$ cat src/rtl/fetch_unit.sv
// Instruction fetch front end: owns the PC, issues one outstanding imem request
// at a time and presents a single instruction to the decoder until it retires.
module fetch_unit #(
    parameter logic [31:0] RESET_PC  = 32'h0000_0000,
    parameter logic [31:0] NOP_INSTR = 32'h0000_0013
) (
    input  logic        clk,
    input  logic        reset,
    input  logic        Stall,
    input  logic        Branch,
    input  logic        Jump,
    input  logic        Jalr,
    input  logic [31:0] PCTarget,
    input  logic [31:0] ALUResult,
    output logic        ImemReq,
    output logic [31:0] ImemAddr,
    input  logic        ImemGnt,
    input  logic        ImemRvalid,
    input  logic [31:0] ImemRdata,
    output logic [31:0] Instr,
    output logic        InstrValid,
    output logic [31:0] PC,
    output logic [31:0] PCPlus4,
    output logic        MisalignErr
);

    typedef enum logic [1:0] {
        S_REQ,
        S_WAIT,
        S_HOLD,
        S_ERR
    } state_t;

    state_t      state_q, state_d;
    logic [31:0] pc_q, pc_d;
    logic [31:0] instr_q, instr_d;
    logic [31:0] next_pc;

    always_comb begin
        state_d = state_q;
        pc_d    = pc_q;
        instr_d = instr_q;

        // Jalr beats Branch/Jump; JALR target always has bit 0 cleared.
        if (Jalr) begin
            next_pc = ALUResult & ~32'd1;
        end else if (Branch || Jump) begin
            next_pc = PCTarget;
        end else begin
            next_pc = pc_q + 32'd4;
        end

        case (state_q)
            S_REQ: begin
                if (ImemGnt) state_d = S_WAIT;
            end
            S_WAIT: begin
                if (ImemRvalid) begin
                    instr_d = ImemRdata;
                    state_d = S_HOLD;
                end
            end
            S_HOLD: begin
                if (!Stall) begin
                    // PC takes the offending target too, so it is visible in ERR.
                    pc_d    = next_pc;
                    state_d = next_pc[1] ? S_ERR : S_REQ;
                end
            end
            S_ERR: begin
                state_d = S_ERR;
            end
            default: begin
                state_d = S_REQ;
            end
        endcase
    end

    always_ff @(posedge clk) begin
        if (reset) begin
            state_q <= S_REQ;
            pc_q    <= RESET_PC;
            instr_q <= NOP_INSTR;
        end else begin
            state_q <= state_d;
            pc_q    <= pc_d;
            instr_q <= instr_d;
        end
    end

    assign ImemReq     = (state_q == S_REQ) && !reset;
    assign ImemAddr    = pc_q;
    assign InstrValid  = (state_q == S_HOLD);
    assign Instr       = InstrValid ? instr_q : NOP_INSTR;
    assign PC          = pc_q;
    assign PCPlus4     = pc_q + 32'd4;
    assign MisalignErr = (state_q == S_ERR);

endmodule

$ cat config.mk
export PLATFORM = sky130hd
export DESIGN_NAME = fetch_unit
export DESIGN_NICKNAME = d
export VERILOG_FILES = /design/src/rtl/fetch_unit.sv
export SDC_FILE = /design/constraint.sdc
export NUM_CORES = 1
export LEC_CHECK = 0
export ABC_AREA = 1
export ABC_CLOCK_PERIOD_IN_PS = 1900
export CORE_ASPECT_RATIO = 1.2
export CORE_UTILIZATION = 40
export CTS_BUF_LIST = sky130_fd_sc_hd__clkbuf_16
export DETAILED_ROUTE_END_ITERATION = 10
export GPL_ROUTABILITY_DRIVEN = 0
export PLACE_DENSITY = 0.82
export SETUP_SLACK_MARGIN = 0.1
export SKIP_LAST_GASP = 1
export SLEW_MARGIN = 40
export SYNTH_ARGS = -nofsm -noshare
export SYNTH_HDL_FRONTEND = slang
export SYNTH_SLANG_ARGS = --single-unit
$ cat constraint.sdc
create_clock -name clk -period 1.9 [get_ports clk]
set_input_delay 0.19 -clock clk [delete_from_list [all_inputs] [get_ports clk]]
set_output_delay 0.19 -clock clk [all_outputs]
set_load 0.01 [all_outputs]
Word-level counts from Yosys, hierarchy flattened:

Cells that the tools add are included.

* register bits after elaboration: 66
* word-level logic and storage cells: 26
* output and inout bits: 131
* input bits: 104

* bitwise logic cells: 1
* equality and inequality tests: 6
* muxes and demuxes: 8
* add/sub/neg operators: 1
* reduce and logical (&&, ||, !) cells: 7

Operators by type and width (number)
* $mux W32: 3
* $add A32 B3 Y32 const B: 1
* $mux W2: 4
* $pmux W2 S4: 1
* $ne A2 B2 Y1 const B: 3
* $eq A2 B2 Y1 const B: 2
* $reduce_and A2 Y1: 2
* $reduce_and A3 Y1: 1
* $eq A2 B1 Y1 const B: 1
* $logic_not A2 Y1: 1
* $logic_and A1 B1 Y1: 1
* $logic_not A1 Y1: 1
* $logic_or A1 B1 Y1: 1
* $not A1 Y1: 1

Depth between registers and ports, before layout:

* depth after elaboration: 6
* mapped depth: 10
* depth with buffers taken out: 10

Worst setup path after synthesis:

Ideal clock, no wire load.

* path type: reg-to-reg
* start: register pc_q[3] (netlist: ImemAddr[3])
* end: register pc_q[12] (netlist: ImemAddr[12])
* stages on the path, launching flop included: 9
* arrival time: 1.418 ns
* buffers on the path: 0
* path slack: 0.363 ns
* clock period less this slack: 1.537 ns
* library setup time: 0.119 ns
* cells stage by stage: dfxtp_1 -> ha_1 -> nand2_1 -> nor2_4 -> nand2_4 -> o21ai_0 -> nand2_1 -> o21ai_1 -> a21oi_1

* cells in the longest elaborated chain, start to end: 3

RTL lines
* start: declaration: line 35 `logic [31:0] pc_q, pc_d;`
* start signal: assignment: line 86 `pc_q <= pc_d;`
* $add A32 B3 Y32
* net PCPlus4[12]: line 23 `output logic [31:0] PCPlus4,`
* $mux W32: line 47 `end else if (Branch || Jump) begin`
* $mux W32: line 45 `if (Jalr) begin`

The timed path passes the listed nets, and every way through them passes these cells.
A chain may end at the register's enable or synchronous reset.

Worst setup path in the final report:

* start: register pc_q[3] (netlist: ImemAddr[3])
* end: output PCPlus4[21]

* cells in the longest elaborated chain, start to end: 1

RTL lines
* $add A32 B3 Y32: line 96 `assign PCPlus4 = pc_q + 32'd4;`
* end: declaration: line 23

Every way passes these cells.

==> impl_metrics.ini <==
[sta]
tightest_slew_ns = 0.368
post-route-period-util_pct = 106
drv_slew = 0
skew_ns = 0.00495
tns_ns = -0.468
finalSetupViolCount = 9
max_slew_margin_pct = 75.5
worst_slack_ns = -0.121
fmax_ghz = 0.495
hold_viol = 0
grt_setup_unrepaired = yes
period_needed_ns = 2.02

[floorplan]
die_w_um = 96.5
initial_utilization_pct = 41.0
coreArea_um2 = 10500
ios = 235
dieArea_um2 = 11100
std_cell_rows = 41
chipHeight_um = 115

[yosys]
yosysWarnings = 0
synth_compound_area_share_pct = 21.2
synth_edf_count = 0
synth.ff_latch_count = 66
synth_xor_area_share_pct = 1.43
synth_fp_nets = 799
synth_top_area_share_pct = 30.8
yosys.cell_types.count = 33
yosysSeqAreaShare_pct = 30.8
muxShareOfSynthArea_pct = 0
ys_async_sr_fraction_pct = 0
synth_top_flop_cell = dfxtp_1
syn_area_per_cell_um2 = 6.18
ys_top_cells_by_area = dfxtp_1, nand2_1, nor2_1, a21oi_1, o21ai_0
synth-simple-area-share_pct = 31.1
netlist_area_um2 = 4290
syn_inst = 694
synth_top_family_by_area = simple AND/OR/NAND/NOR gates
synthAdderAreaFrac_pct = 0.292
yosys.area.top_type = dfxtp_1

[worst_setup_path]
slowest_delay_ns = 0.36
required_ns = 1.71
r2r_slack_ns = 0.20
crit_path_end_kind = output pin
worstPathArrival_ns = 1.83
reg2reg_depth = 11
crit_type = flop to output pin
regToRegStartpoint = ImemAddr[3]
r2r-end = ImemAddr[17]
crit_path_cell_trace = buf_6, nand2_4, nor2_4, nand2_4, nor2_4, buf_6, nand2_1, nand2_1, nand2_1, buf_2
cp-start-kind = flop
timing.critical_path.mode_cell = nand2_1
cp_slowest_cell = dfxtp_4
cp_max_fo = 6

[global_route]
antenna_found_initial = 0
grt_max_degree = 63
grt_pass1_vias = 5127
grt_usage_pct = 27.5
grt_pass1_wl_um = 23700
overflow = 0

[detailed_routing]
ant_nets = 0
avgViaCountPerCell = 5.12
drc = 0
finalWirelength_um = 16300
dr_total_vias = 5612
drt_iter0_drc = 304
dr.pass1.iters = 5
wl_per_cell_um = 14.9

[clock_network]
cts_root_buf = clkbuf_16
cts-htree-levels = 3
insertion_delay_ns = 0.34
cts_tree = done
clk_pin_slew_worst_paths_ns = 0.06
clock_path_buffers = 2
clock_sinks = 66
cts_buffers = 9

[run_status]
failed_checks = setup timing
outcome = finished, violations left

[layout]
drive_gt1_share_pct = 25.4
fin_nets = 1068
final_util_pct = 74.7
syn_to_final_growth_pct = 82.2
layout_commonest_cell = clkdlybuf4s50_1
antenna_cells = 0
instances_no_fill = 1097
layout_common_cells = clkdlybuf4s50_1, nor2_1, nand2_1

[pwr]
ir_drop_mv = 0.653
p_switching_mw = 1.72
p_sw_share_pct = 30.1
pwr-share-comb_pct = 33.4
leakagePower_nw = 3.40
pwr_density_cell_nw_per_um2 = 730
p_clk_share_pct = 36.4
sequentialPowerShare_pct = 30.1
internal_power_mw = 3.99
total_power_mw = 5.70

[place]
dp.cells = 1052
io_buffers = 233
hpwl_um = 11000

[hold_path]
hold_depth = 4
hold_path.class = input port to flop
hold_end = ImemAddr[0]
hp-start = Jalr

[run]
drv_cap = 0
[power by group through the flow]
| stage | registers (mW) | logic, mW | clock network, mW |
|---|---|---|---|
| final | 1.72 | 1.91 | 2.08 |
| after global routing | 1.74 | 2.08 | 2.18 |
| after CTS | 1.71 | 1.85 | 2.09 |
| after detailed placement | 1.72 | 1.86 | 0 |
| after global placement | 1.72 | 1.84 | 0 |
| after floorplan | 1.77 | 0.829 | 0 |
[synthesized netlist by cell type (6+ instances only)]
| cell type | count |
|---|---|
| nand3_1 | 26 |
| nand2_2 | 7 |
| a21oi_1 | 86 |
| o21ai_0 | 68 |
| buf_2 | 6 |
| nor2_1 | 117 |
| nor2_4 | 9 |
| nand2_1 | 125 |
| inv_1 | 67 |
| nor2_2 | 7 |
| dfxtp_1 | 66 |
| clkbuf_1 | 22 |
| o21ai_1 | 18 |
| buf_4 | 34 |
[area by class of cell]
cell class | instances | area (um2)
multi-input cells | 491 | 2610
inverters | 71 | 282
fillers | 754 | 2650
flip-flops and latches | 66 | 1340
clock inverters | 7 | 141
clock buffers | 9 | 225
well taps | 129 | 161
repair buffers | 324 | 3050
[repair_timing]
item | CTS | global route
pin swaps | 24 | 25
gates resized for setup | 198 | 73
setup buffers | 22 | 11
hold buffers | 0 | 0
setup endpoints to repair | 59 | 31
[through the flow]
stage               hold slack [ns]  area (um2)  setup WS [ns]
finish                        0.271        7810         -0.121
global route                  0.282        7810         -0.189
CTS                           0.252        7520        -0.0548
detailed placement            0.444        6930         -0.108
global placement              0.437        6930        -0.0500
floorplan                     0.259        4290          0.363
[layer usage]
layer,GRT usage (%),vias to the layer above,wire [um]
met4,13.0,0,655
met3,7.94,62,1500
met5,0,-,0
met1,29.1,2536,5830
li1,-,2726,-
met2,49.2,288,8310
[critical path, delay by kind of cell, from the launching register on]
family	cells	cell delay, ns
and+or+nand+nor	7	0.75
buffers and inverters	3	0.39
DFF	1	0.36
[state kept, by name (all words and copies together) (netlist names)]
register,count
ImemAddr,32
instr_q,32
state_q,2
[worst max path at each step]
stage	start	slack [ns]	end
CTS	ImemAddr[3]	-0.05	PCPlus4[11]
detailed placement	ImemAddr[3]	-0.11	PCPlus4[28]
finish	ImemAddr[3]	-0.12	PCPlus4[21]
global placement	ImemAddr[2]	-0.05	PCPlus4[28]
global route	ImemAddr[2]	-0.19	PCPlus4[21]
floorplan	ImemAddr[3]	0.36	ImemAddr[12]
[logic make-up after synthesis]
family                   count (synthesis)
XOR/XNOR                                 7
buffers and inverters                  137
flip-flops                              66
AO/OA/AOI/OAI                          178
adder cells (fa/ha/maj)                  1
AND/OR/NAND/NOR                        305
Note: power is estimated with default switching activity, not from simulation.
